## config.mk

```make
export PLATFORM = sky130hd
export DESIGN_NAME = mac_tx_arbiter
export DESIGN_NICKNAME = d
export VERILOG_FILES = /design/src/rtl/mac_tx_arbiter.sv
export SDC_FILE = /design/constraint.sdc
export NUM_CORES = 1
export LEC_CHECK = 0
export ABC_AREA = 1
export CAP_MARGIN = 20
export CORE_MARGIN = 8
export CORE_UTILIZATION = 27
export CTS_CLUSTER_DIAMETER = 40
export DETAILED_ROUTE_END_ITERATION = 10
export PLACE_DENSITY = 0.95
export SLEW_MARGIN = 10
export SYNTH_ARGS = -nofsm -noshare
export SYNTH_HDL_FRONTEND = slang
export SYNTH_SLANG_ARGS = --single-unit
```

## constraint.sdc

```tcl
create_clock -name clk -period 1.84 [get_ports clk]
set_clock_uncertainty 0.1 [all_clocks]
set_input_delay 0.368 -clock clk [delete_from_list [all_inputs] [get_ports clk]]
set_output_delay 0.368 -clock clk [all_outputs]
set_load 0.02 [all_outputs]
```

## src/rtl/mac_tx_arbiter.sv

```systemverilog
// mac_tx_arbiter
//
// Packet-level round-robin arbiter that shares the single MAC ff_tx FIFO port
// between two packet sources in the sys_clk domain:
//   source 0 - ADC/scan data stream
//   source 1 - command/status responder
// A granted packet is forwarded whole (sop..eop) and packets never interleave.
// The data path is a purely combinational mux, so it adds no register stages.
//
// Parameters
//   DATA_W  data bus width on both sources and on the MAC side
//   CNT_W   per-source packet counter width (only with TX_ARB_STATS_EN)
//
// Ports
//   clk                 system clock, same as MAC ff_tx_clk
//   reset               synchronous, active-high reset
//   i_sN_data/vld/sop/eop, o_sN_rdy   source N (N = 0, 1) streaming interface
//   o_tx_data/vld/sop/eop             to MAC ff_tx_data/wren/sop/eop
//   i_tx_rdy                          from MAC ff_tx_rdy
//   o_grant             one-hot current grant, 2'b00 while idle
//   o_sop_err           1-cycle pulse when an orphan beat (vld without sop)
//                       is discarded while idle
//   o_pkt_cnt0/1        wrapping count of eop beats transferred per source
//                       (only with TX_ARB_STATS_EN)
//
// Configuration macro
//   TX_ARB_STATS_EN     adds the per-source packet counters and their ports

`timescale 1ns / 1ps

module mac_tx_arbiter #(
    parameter int unsigned DATA_W = 32
`ifdef TX_ARB_STATS_EN
    ,
    parameter int unsigned CNT_W  = 16
`endif
) (
    input  logic              clk,
    input  logic              reset,

    input  logic [DATA_W-1:0] i_s0_data,
    input  logic              i_s0_vld,
    input  logic              i_s0_sop,
    input  logic              i_s0_eop,
    output logic              o_s0_rdy,

    input  logic [DATA_W-1:0] i_s1_data,
    input  logic              i_s1_vld,
    input  logic              i_s1_sop,
    input  logic              i_s1_eop,
    output logic              o_s1_rdy,

    output logic [DATA_W-1:0] o_tx_data,
    output logic              o_tx_vld,
    output logic              o_tx_sop,
    output logic              o_tx_eop,
    input  logic              i_tx_rdy,

    output logic [1:0]        o_grant,
    output logic              o_sop_err
`ifdef TX_ARB_STATS_EN
    ,
    output logic [CNT_W-1:0]  o_pkt_cnt0,
    output logic [CNT_W-1:0]  o_pkt_cnt1
`endif
);

    typedef enum logic [1:0] {
        StIdle,
        StGnt0,
        StGnt1
    } state_e;

    state_e state_q, state_d;

    // 1 = source 1 held the most recent grant. Resetting to 1 lets source 0
    // win the first tie.
    logic last_q, last_d;

    logic req0, req1;
    logic orphan0, orphan1;
    logic eop_xfer0, eop_xfer1;

    // A request is a valid start-of-packet beat; a valid beat without sop in
    // idle cannot belong to any granted packet and is dropped.
    assign req0    = i_s0_vld & i_s0_sop;
    assign req1    = i_s1_vld & i_s1_sop;
    assign orphan0 = i_s0_vld & ~i_s0_sop;
    assign orphan1 = i_s1_vld & ~i_s1_sop;

    // Final beat of the granted packet accepted by the MAC.
    assign eop_xfer0 = (state_q == StGnt0) & i_s0_vld & i_tx_rdy & i_s0_eop;
    assign eop_xfer1 = (state_q == StGnt1) & i_s1_vld & i_tx_rdy & i_s1_eop;

    always_ff @(posedge clk) begin
        if (reset) begin
            state_q <= StIdle;
            last_q  <= 1'b1;
        end else begin
            state_q <= state_d;
            last_q  <= last_d;
        end
    end

    always_comb begin
        state_d   = state_q;
        last_d    = last_q;
        o_tx_data = '0;
        o_tx_vld  = 1'b0;
        o_tx_sop  = 1'b0;
        o_tx_eop  = 1'b0;
        o_s0_rdy  = 1'b0;
        o_s1_rdy  = 1'b0;
        o_grant   = 2'b00;
        o_sop_err = 1'b0;

        unique case (state_q)
            StIdle: begin
                // Orphan beats are accepted and thrown away so the source
                // can make progress towards its next sop.
                o_s0_rdy  = orphan0;
                o_s1_rdy  = orphan1;
                o_sop_err = orphan0 | orphan1;

                if (req0 && req1) begin
                    state_d = last_q ? StGnt0 : StGnt1;
                end else if (req0) begin
                    state_d = StGnt0;
                end else if (req1) begin
                    state_d = StGnt1;
                end
            end

            StGnt0: begin
                o_tx_vld  = i_s0_vld;
                o_tx_data = i_s0_vld ? i_s0_data : '0;
                o_tx_sop  = i_s0_sop;
                o_tx_eop  = i_s0_eop;
                o_s0_rdy  = i_tx_rdy;
                o_grant   = 2'b01;
                if (eop_xfer0) begin
                    state_d = StIdle;
                    last_d  = 1'b0;
                end
            end

            StGnt1: begin
                o_tx_vld  = i_s1_vld;
                o_tx_data = i_s1_vld ? i_s1_data : '0;
                o_tx_sop  = i_s1_sop;
                o_tx_eop  = i_s1_eop;
                o_s1_rdy  = i_tx_rdy;
                o_grant   = 2'b10;
                if (eop_xfer1) begin
                    state_d = StIdle;
                    last_d  = 1'b1;
                end
            end

            default: begin
                state_d = StIdle;
            end
        endcase
    end

`ifdef TX_ARB_STATS_EN
    logic [CNT_W-1:0] pkt_cnt0_q, pkt_cnt1_q;

    // Counters wrap naturally at all-ones; orphan beats never reach a grant
    // state, so they are never counted.
    always_ff @(posedge clk) begin
        if (reset) begin
            pkt_cnt0_q <= '0;
            pkt_cnt1_q <= '0;
        end else begin
            if (eop_xfer0) begin
                pkt_cnt0_q <= pkt_cnt0_q + CNT_W'(1);
            end
            if (eop_xfer1) begin
                pkt_cnt1_q <= pkt_cnt1_q + CNT_W'(1);
            end
        end
    end

    assign o_pkt_cnt0 = pkt_cnt0_q;
    assign o_pkt_cnt1 = pkt_cnt1_q;
`endif

endmodule
```

# Word level (Yosys, flattened, before mapping)
# Cells that the tools add are included.
[word_totals]
ff_bits = 3
input_bits = 73
out_inout_bits = 40
elab_cells = 45
[classes]
n_eq_ne = 5
mux = 20
bitwise_logic = 13
n_reduce_logical = 5
[ops]
columns = ["cell", "count"]
rows = [
  ["two-way mux 32 bit", 2],
  ["case mux 32 bit (2 select lines)", 1],
  ["two-way mux 2 bit", 6],
  ["case mux 1 bit (2 select lines)", 6],
  ["bitwise AND 1 bit", 10],
  ["case mux 2 bit (3 select lines)", 1],
  ["AND reduction 3 bit", 2],
  ["inequality test 2 bit (second input constant)", 2],
  ["inequality test 4 bit (second input constant)", 1],
  ["case mux 2 bit (2 select lines)", 1],
  ["two-way mux 1 bit", 3],
  ["== test 2 x 1 -> 1 bit (second input constant)", 1],
  ["== test 2 bit (second input constant)", 1],
  ["logical NOT 2 bit", 1],
  ["inverter 1 bit", 2],
  ["nonzero test 2 bit", 1],
  ["logical AND 1 bit", 1],
  ["OR 1 bit", 1],
]

# Longest topological paths before layout
# Gate-level depths: netlist of the first run.
[logic_depth]
ltp_word = 6
depth_mapped = 8
depth_no_buf = 7

# Worst setup path after synthesis of the first run
# OpenSTA, ideal clock, no wires.
[synth_path]
kind = "flip-flop to output port"
start = "register state_q[1]"
end = "output o_tx_data[0]"
arrival_ns = 1.485
t_required_ns = 1.372
setup_slack_ns = -0.113
path_stages_with_launch = 7
n_path_buf = 2
cell_sequence = "dfxtp_1 > inv_1 > ha_1 > buf_4 > buf_2 > nand3_1 > a21oi_1"
[synth_via]
elab_chain_len = 2
word_cells_on_any_way = 3
cone_classes = "2 x eq/ne; 1 x mux"
[synth_rtl]
columns = ["item", "line_no", "source"]
rows = [
  ["start: declaration", "74", "state_e state_q, state_d;"],
  ["start signal: assignment", "97", "state_q <= StIdle;"],
  ["start signal: assignment", "100", "state_q <= state_d;"],
  ["== test 2 bit or == test 2 x 1 -> 1 bit (tied branches)", "117", "unique case (state_q)"],
  ["case mux 32 bit (2 select lines) *", "117", ""],
  ["end: declaration", "53", "output logic [DATA_W-1:0] o_tx_data,"],
]
# Every way passes the cells marked *; elsewhere a longest branch is shown, timed or not.

# Final worst setup path of the first run
[layout_path]
start = "register state_q[0]"
end = "output o_tx_data[26]"
# Same word-level chain as after synthesis.

==> results of run 1 <==
==> through the flow <==
step	power, mW	hold slack [ns]	setup TNS, ns	instances	area, sq um
2_1_floorplan	1.473	0.3200	0	168	1042
5_1_grt	4.239	0.3668	-5.153	340	2933
3_5_place_dp	2.521	0.3432	-22.08	324	2315
6_report	4.090	0.3532	-3.290	340	2933
4_1_cts	3.952	0.3505	-3.176	342	2860
3_3_place_gp	2.486	0.3369	-20.73	324	2315
==> kinds of logic (layout without fill, tap and decap cells) <==
kind of cell	count (synthesis)	after routing	synth area share [%]
AND/OR/NAND/NOR	100	100	53.58
AO/OA/AOI/OAI	36	36	19.43
buffers and inverters	25	151	15.11
adder cells (fa/ha/maj)	4	4	5.398
flip-flops	3	3	6.478
==> report_power, final <==
group | switching (mW) | internal (mW) | total [mW]
Clock | 0.0414 | 0.0817 | 0.123
Combinational | 1.97 | 1.86 | 3.83
Sequential | 0.0258 | 0.110 | 0.136
==> Yosys cell counts, drive strengths merged <==
library cell  number
nand3             70
a21oi             36
nand2             21
buf               16
inv                6
nor2               5
ha                 4
clkbuf             3
dfxtp              3
nand3b             3
nand4              1
==> per-layer routing <==
metal | track usage, % | vias up
met3 | 6.873 | 43
met1 | 28.13 | 932
met4 | 13.70 | 0
met5 | 0 | -
li1 | - | 847
met2 | 47.34 | 132
==> worst max-delay path, cell delays in order, from the launching register on <==
cell and delay (ns):
dfxtp_4 0.35, inv_4 0.08, ha_4 0.19, buf_12 0.16, nand3_1 0.16, a21oi_2 0.28, buf_6 0.16
==> flip-flops by register name, summed over array words and instances, names as in the netlist <==
| name | count |
|---|---|
| last_q | 1 |
| state_q | 2 |
==> final timing paths <==
check / endpoint / cells past startpoint / from / slack, ns
max: o_tx_data[26] / 6 / state_q[0] / -0.27
min: last_q / 2 / last_q / 0.35
max reg2reg: state_q[1] / 7 / state_q[0] / 0.41
min reg2reg: last_q / 2 / last_q / 0.35
==> layout make-up <==
cell class / count / area, sq um
Tap cell: 46 / 57.56
Sequential cell: 3 / 65.06
Multi-Input combinational cell: 140 / 1146
Clock buffer: 4 / 26.28
Inverter: 6 / 32.53
Timing Repair Buffer: 141 / 1605
Fill cell: 134 / 377.9
==> repair_timing <==
action / CTS / global route
gates cloned: 9 / 0
gates resized for setup: 272 / 34
endpoints found under the setup margin: 40 / 36
pin swaps: 24 / 11
setup buffers: 5 / 1
==> impl_metrics.yaml, run 1 <==
status:
  violations: "setup timing"
  status: "complete, but fails checks"
global_route:
  grt_usage_pct: 26.65
  grt_pass1_vias: 2013
  grt_overflow: 0
  antenna_found_initial: 0
  grt_pass1_wl_um: 11220
  grt_max_degree: 20
logic_synthesis:
  ys_ff_latch: 3
  synth_cell_type_count: 16
  yosysWarnings: 0
  synth_nets: 245
  yosysTopAreaCell: "nand3_1"
  syn_area_sq_um: 927.1
  synthCells: 168
  synth_area_leaders: "nand3_1 36%, a21oi_1 19%, nand2_1 7.7%"
  seq_area_frac_synth_pct: 6.478
  synth_area_per_cell_sq_um: 5.519
  netlist.area_leader.share_pct: 36.17
clock_network:
  clock_sinks: 3
  cts-buffers-inserted: 3
  clock_latency_ns: 0.25
  cts_root_buffer: "clkbuf_4"
  cts_buffer_depth: 2
  htree_levels: 1
  path_clk_slew_ns: 0.04
  ctsHoldBuffers: 0
  tritoncts: "yes"
timing:
  slew_headroom_pct: 84.52
  setup_violations: 35
  slew_violations: 0
  finalWorstSetupSlack_ns: -0.2716
  fmax_mhz: 473.6
  rsz0062_at_grt: "yes"
  period_minus_slack_ns: 2.112
  finalHoldViolations: 0
  tightest_slew_ns: 0.2322
  period_share_pct: 114.8
route:
  dr_wl_met2_um: 4207
  drtIter0Drc: 193
  firstDrtPassIters: 4
  ant_nets: 0
  wirelength_um: 8230
  vias_per_cell: 5.747
  met3WireLength_um: 677
  vias: 1954
  route.detailed.drc: 0
  wirelength_met1_um: 2896
  wire_per_inst_um: 24.21
  top_layer: "met4"
place:
  port_buffers: 112
  place_hpwl_um: 4207
  place.gp.congestion: 0.8968
  dp_slack_ns: -0.6588
cells_and_area:
  n_antenna_cell: 0
  area_growth_pct: 216.3
  final_util_pct: 88.59
  final_common_cell: "clkdlybuf4s50_1"
  layout.nets: 372
  drive_gt1_share_pct: 52.38
  final_cell_mix: "69 x clkdlybuf4s50_1, 35 x nand3_1, 33 x nand3_2, 31 x buf_6, 28 x a21oi_2"
power_and_ir_drop:
  power.density_mw_per_mm2: 1394
  p_leak_nw: 1.063
  vdd_drop_max_mv: 1.483
floorplanning:
  core_area_sq_mm: 0.003311
  die_h_um: 74.60
  initial_core_util_pct: 28.00
  pin_count: 113
  rows: 21
  die-area_sq_mm: 0.005565
  die_x_um: 74.60
worst_setup_path:
  cp.required_ns: 1.37
  path_class: "reg -> out"
  end_kind: "primary output"
  crit_fanout: 19
  cp-start-kind: "flop"
  arrival_ns: 1.64
worst_hold_path:
  hold_class: "reg -> reg"
flow_run:
  drv_cap: 0
No activity file was read; power rests on OpenSTA's default activity.
==> run 2: changes to the inputs <==
--- a/config.mk
+++ b/config.mk
@@ -12,7 +12,7 @@
 export CTS_CLUSTER_DIAMETER = 40
 export DETAILED_ROUTE_END_ITERATION = 10
 export PLACE_DENSITY = 0.95
-export SLEW_MARGIN = 10
+export RECOVER_POWER = 25
 export SYNTH_ARGS = -nofsm -noshare
 export SYNTH_HDL_FRONTEND = slang
 export SYNTH_SLANG_ARGS = --single-unit
==> constraint.sdc (replaced) <==
create_clock -name clk -period 1.84 [get_ports clk]
set_clock_uncertainty 0.1 [all_clocks]
set_input_delay 0.276 -clock clk [delete_from_list [all_inputs] [get_ports clk]]
set_output_delay 0.276 -clock clk [all_outputs]
set_load 0.02 [all_outputs]
==> run 2 against run 1 <==
Net effect: the run still ends with setup timing left; fmax up 13%; final cell count down 1.8%; sequential cell count unchanged; sequential share of layout area increased by 0.38 points; global-route usage decreased by 7.4 points; non-clock buffer count down 6; clock power about the same; clock-buffer cell count stayed put; critical path type unchanged; highest routed layer unchanged.
==> impl_metrics.yaml, run 2 (synthesis gave the netlist of run 1 again) <==
global_route:
  antenna_found_initial: 0
  grt_use_met2_pct: 35.62
  grt_max_degree: 37
  grt_overflow: 0
  grt_pass1_vias: 1684
  grt_pass1_wl_um: 8500
  met1_usage_pct: 21.00
  grt.busiest_layer: "met2"
  grt_use_met3_pct: 3.774
  grt_usage_pct: 19.27
clock_network:
  htree_levels: 1
  clock_sinks: 3
  clock_latency_ns: 0.24
  cts_buffer_depth: 2
  cts_root_buffer: "clkbuf_4"
  cts-buffers-inserted: 3
  tritoncts: "yes"
  ctsHoldBuffers: 0
  path_clk_slew_ns: 0.04
cells_and_area:
  n_antenna_cell: 0
  final_cell_mix: "70 x clkdlybuf4s50_1, 58 x nand3_1, 27 x a21oi_2, 26 x buf_4"
  top_regs: "state_q (2), last_q (1)"
  final_util_pct: 78.46
  largest_reg_flops: 2
  area_growth_pct: 180.2
  layout.nets: 366
  drive_gt1_share_pct: 40.97
  regMostFlops: "state_q"
  fin_cells: 334
  final_common_cell: "clkdlybuf4s50_1"
  nFillCells: 219
timing:
  rsz0062_at_grt: "yes"
  finalWorstSetupSlack_ns: -0.03043
  finalHoldViolations: 0
  whs_ns: 0.3941
  tns_ns: -0.06544
  period_share_pct: 101.7
  slew_headroom_pct: 83.03
  tightest_slew_ns: 0.2542
  slew_violations: 0
  fmax_mhz: 534.6
  period_minus_slack_ns: 1.870
  setup_violations: 3
floorplanning:
  pin_count: 113
  initial_core_util_pct: 28.00
  die-area_sq_mm: 0.005565
  die_x_um: 74.60
  die_h_um: 74.60
  core_area_sq_mm: 0.003311
  rows: 21
route:
  route.detailed.drc: 0
  ant_nets: 0
  wirelength_um: 6479
  firstDrtPassIters: 4
  drtIter0Drc: 105
  wire_per_inst_um: 19.40
  vias: 1812
  vias_per_cell: 5.425
worst_setup_path:
  arrival_ns: 1.49
  r2r_start: "state_q[0]"
  path_class: "reg -> out"
  rr_worst_depth: 8
  cp.required_ns: 1.46
  end_kind: "primary output"
  crit_fanout: 19
  reg2reg_to: "state_q[0]"
  cp-start-kind: "flop"
  r2r_setup_slack_ns: 0.42
worst_hold_path:
  min_from: "last_q"
  min_path_cells: 2
  min_to: "last_q"
  hold_class: "reg -> reg"
flow_run:
  drv_cap: 0
place:
  place_hpwl_um: 3924
  place.gp.congestion: 0.8830
  port_buffers: 112
  placed_cells: 323
power_and_ir_drop:
  vdd_drop_max_mv: 0.9636
  netSwitchingFraction_pct: 52.18
  internal_power_mw: 1.564
  clockPowerShare_pct: 3.7
  power.density_mw_per_mm2: 1259
  p_comb_share_pct: 91.3
  p_leak_nw: 0.9603
  p_switching_mw: 1.707
  power_frac_seq_pct: 5.0
status:
  violations: "setup timing"
  status: "complete, but fails checks"
## run 2: cell types whose count changed in the layout (fill, tap and decap cells not counted), sizes merged
cell / before / now
dlymetal6s2s: 0 / 1
bufbuf: 2 / 1
clkbuf: 4 / 7
clkdlybuf4s15: 0 / 2
dlygate4sd2: 4 / 3
buf: 66 / 55
clkdlybuf4s50: 69 / 70
## run 2: layout make-up
| type | instances | area (sq um) | area share, % |
|---|---|---|---|
| flip-flops and latches | 3 | 67.56 | 2.601 |
| multi-input cells | 140 | 967.2 | 37.24 |
| well taps | 46 | 57.56 | 2.216 |
| repair buffers | 135 | 1446 | 55.68 |
| inverters | 6 | 32.53 | 1.252 |
| clock buffers | 4 | 26.28 | 1.012 |
## run 2: how the worst max path moves through the flow
| stage | cells past startpoint | to | slack, ns | start |
|---|---|---|---|---|
| after global routing | 6 | o_tx_data[28] | -0.06 | state_q[0] |
| after detailed placement | 5 | o_tx_data[24] | -0.46 | i_s0_vld |
| after floorplan | 6 | o_tx_eop | 0.003 | state_q[1] |
| final | 6 | o_tx_data[28] | -0.03 | state_q[0] |
| after global placement | 5 | o_tx_data[24] | -0.40 | i_s0_vld |
| after CTS | 6 | o_tx_data[22] | 0.001 | state_q[1] |
## run 2: routing by layer
metal	share of wire, %	vias to the layer above
met5	0	-
met4	2.8	0
met3	6.2	24
met2	53	90
met1	38	860
li1	-	838
## run 2: worst max-delay path, cell delays in order, from the launching register on
cell and delay, ns:
dfxtp_4 0.36, buf_12 0.10, ha_4 0.17, buf_12 0.16, nand3_1 0.12, a21oi_2 0.18
buf_4 0.16
## run 2: what timing repair did
item,4_1_cts,5_1_grt
gates resized for setup,172,76
pin swaps,0,6
setup endpoints to repair,40,37
buffers inserted,1,1
gates cloned,3,2
## run 2: power by group through the flow
stage / Clock, mW / Combinational [mW] / Sequential, mW
after global routing: 0.131 / 3.14 / 0.168
final: 0.121 / 2.99 / 0.165
after global placement: 0 / 2.28 / 0.119
after detailed placement: 0 / 2.30 / 0.123
after floorplan: 0 / 1.31 / 0.117
after CTS: 0.121 / 2.46 / 0.159
## run 2: through the flow
| stage | setup WS, ns | total power [mW] | area [sq um] |
|---|---|---|---|
| finish | -0.03043 | 3.271 | 2597 |
| global route | -0.06091 | 3.438 | 2597 |
| CTS | 0.001377 | 2.742 | 2276 |
| detailed placement | -0.4630 | 2.426 | 2268 |
| global placement | -0.4037 | 2.395 | 2268 |
| floorplan | 0.003198 | 1.430 | 1025 |
==> run 3: changes to the inputs <==
--- a/config.mk
+++ b/config.mk
@@ -16,3 +16,4 @@
 export SYNTH_ARGS = -nofsm -noshare
 export SYNTH_HDL_FRONTEND = slang
 export SYNTH_SLANG_ARGS = --single-unit
+export TNS_END_PERCENT = 5
==> run 3 against run 2 <==
Net effect: the run still ends with setup timing left; clock power is essentially flat; design area is 13% lower; utilization decreased by 11 points; combinational power down 20%; final cell count shrank 2.1%; clock-buffer cell count unchanged; non-clock buffer count down 7; sequential share of layout area increased by 0.29 points; power decreased by 19%; register-to-register slack got worse by 0.05 ns; critical endpoint is now o_tx_data[16]; largest power group unchanged.
==> impl_metrics.yaml, run 3 (synthesis gave the netlist of run 1 again) <==
status:
  status: "complete, but fails checks"
  violations: "setup timing"
power_and_ir_drop:
  clockPowerShare_pct: 4.6
  power_frac_seq_pct: 5.5
  internal_power_mw: 1.258
  vdd_drop_max_mv: 0.8424
  netSwitchingFraction_pct: 52.73
  p_leak_nw: 0.8722
  p_comb_share_pct: 89.9
  p_switching_mw: 1.404
  power.density_mw_per_mm2: 1183
floorplanning:
  rows: 21
  pin_count: 113
  die_x_um: 74.60
  die_h_um: 74.60
  core_area_sq_mm: 0.003311
  initial_core_util_pct: 28.00
  die-area_sq_mm: 0.005565
worst_setup_path:
  crit_chain: "inv_2 -> ha_4 -> inv_2 -> buf_12 -> a21oi_1 -> buf_4"
  worst-path-stages: 6
  rr_worst_depth: 7
  end_kind: "primary output"
  slowest_stage: "dfxtp_2"
  path_common_cell: "inv_2"
  cp.required_ns: 1.46
  critPathBufInv: 4
  arrival_ns: 1.47
  path_class: "reg -> out"
  critPathTopFamily: "buffers and inverters"
  cp-start-kind: "flop"
  slowest_delay_ns: 0.35
  crit_fanout: 19
route:
  firstDrtPassIters: 4
  ant_nets: 0
  vias: 1712
  vias_per_cell: 5.235
  wire_per_inst_um: 17.17
  drtIter0Drc: 113
  wirelength_um: 5615
  route.detailed.drc: 0
flow_run:
  drv_cap: 0
global_route:
  grt_pass1_vias: 1594
  grt_overflow: 0
  grt_usage_pct: 17.79
  grt_max_degree: 38
  grt_pass1_wl_um: 7866
  antenna_found_initial: 0
clock_network:
  cts_setup_buffers: 0
  clock_latency_ns: 0.24
  cts_buffer_depth: 2
  path_clk_slew_ns: 0.04
  cts-buffers-inserted: 3
  clock_sinks: 3
  cts_root_buffer: "clkbuf_4"
  htree_levels: 1
  ctsHoldBuffers: 0
  tritoncts: "yes"
place:
  place.gp.congestion: 0.8288
  port_buffers: 112
  place_hpwl_um: 4039
timing:
  slew_violations: 0
  period_minus_slack_ns: 1.850
  slew_headroom_pct: 85.16
  rsz0062_at_grt: "yes"
  tightest_slew_ns: 0.2235
  fmax_mhz: 540.6
  setup_violations: 5
  period_share_pct: 100.5
  whs_ns: 0.3835
  finalWorstSetupSlack_ns: -0.009935
  finalHoldViolations: 0
  tns_ns: -0.02531
worst_hold_path:
  hold_class: "reg -> reg"
  min_path_cells: 2
cells_and_area:
  final_util_pct: 67.95
  drive_gt1_share_pct: 29.89
  final_cell_mix: "71 x clkdlybuf4s50_1, 67 x nand3_1, 39 x buf_4, 22 x a21oi_1, 19 x nand2_1"
  multiInputGateArea_sq_um: 817.0
  n_antenna_cell: 0
  final_common_cell: "clkdlybuf4s50_1"
  layout.nets: 359
  largest_reg_flops: 2
  area_growth_pct: 142.6
  top_regs: "state_q (2), last_q (1)"
  regArea_sq_um: 65.06
  regMostFlops: "state_q"
  nFillCells: 307
[run 3: area by class of cell]
| type | instances | share of cell area (%) |
|---|---|---|
| Clock buffer | 4 | 1.168 |
| Multi-Input combinational cell | 140 | 36.32 |
| Inverter | 6 | 1.001 |
| Tap cell | 46 | 2.558 |
| Sequential cell | 3 | 2.892 |
| Timing Repair Buffer | 128 | 56.06 |
[run 3: routing by layer]
metal	share of wire (%)	wire length (um)	global-route usage (%)	vias to the layer above
li1	-	-	-	820
met1	37	2071	18.96	810
met2	53	2987	33.30	70
met3	7.7	435	3.235	12
met4	2.1	120	6.957	0
met5	0	0	0	-
[run 3: repair_timing]
item,in CTS,in global routing
pin swaps,0,2
endpoints found under the setup margin,40,36
cloned,1,0
resized for setup,168,51
[run 3: stage by stage]
| stage | cell area [sq um] | setup WS (ns) | std cells | total power, mW |
|---|---|---|---|---|
| floorplan | 930.9 | -0.02082 | 168 | 1.284 |
| global placement | 2192 | -0.4359 | 322 | 2.293 |
| detailed placement | 2192 | -0.4510 | 322 | 2.328 |
| CTS | 2122 | -0.1147 | 327 | 2.510 |
| global route | 2250 | -0.06271 | 327 | 2.836 |
| finish | 2250 | -0.009935 | 327 | 2.662 |
[run 3: worst paths after layout]
path                    from            end  slack (ns)
hold reg to reg       last_q         last_q        0.38
setup / recovery  state_q[1]  o_tx_data[16]       -0.01
setup reg to reg  state_q[1]     state_q[0]        0.37
hold / removal        last_q         last_q        0.38
[run 3: power by group through the flow]
stage               clock, mW  combinational (mW)  sequential (mW)
global placement            0                2.17            0.123
floorplan                   0                1.17            0.117
finish                  0.122                2.39            0.146
global route            0.130                2.56            0.148
detailed placement          0                2.20            0.125
CTS                     0.128                2.24            0.139
[run 3: worst min-delay path, delay by kind of cell (launching register included)]
family | cells | cell delay (ns)
flops | 1 | 0.33
simple gates | 2 | 0.12
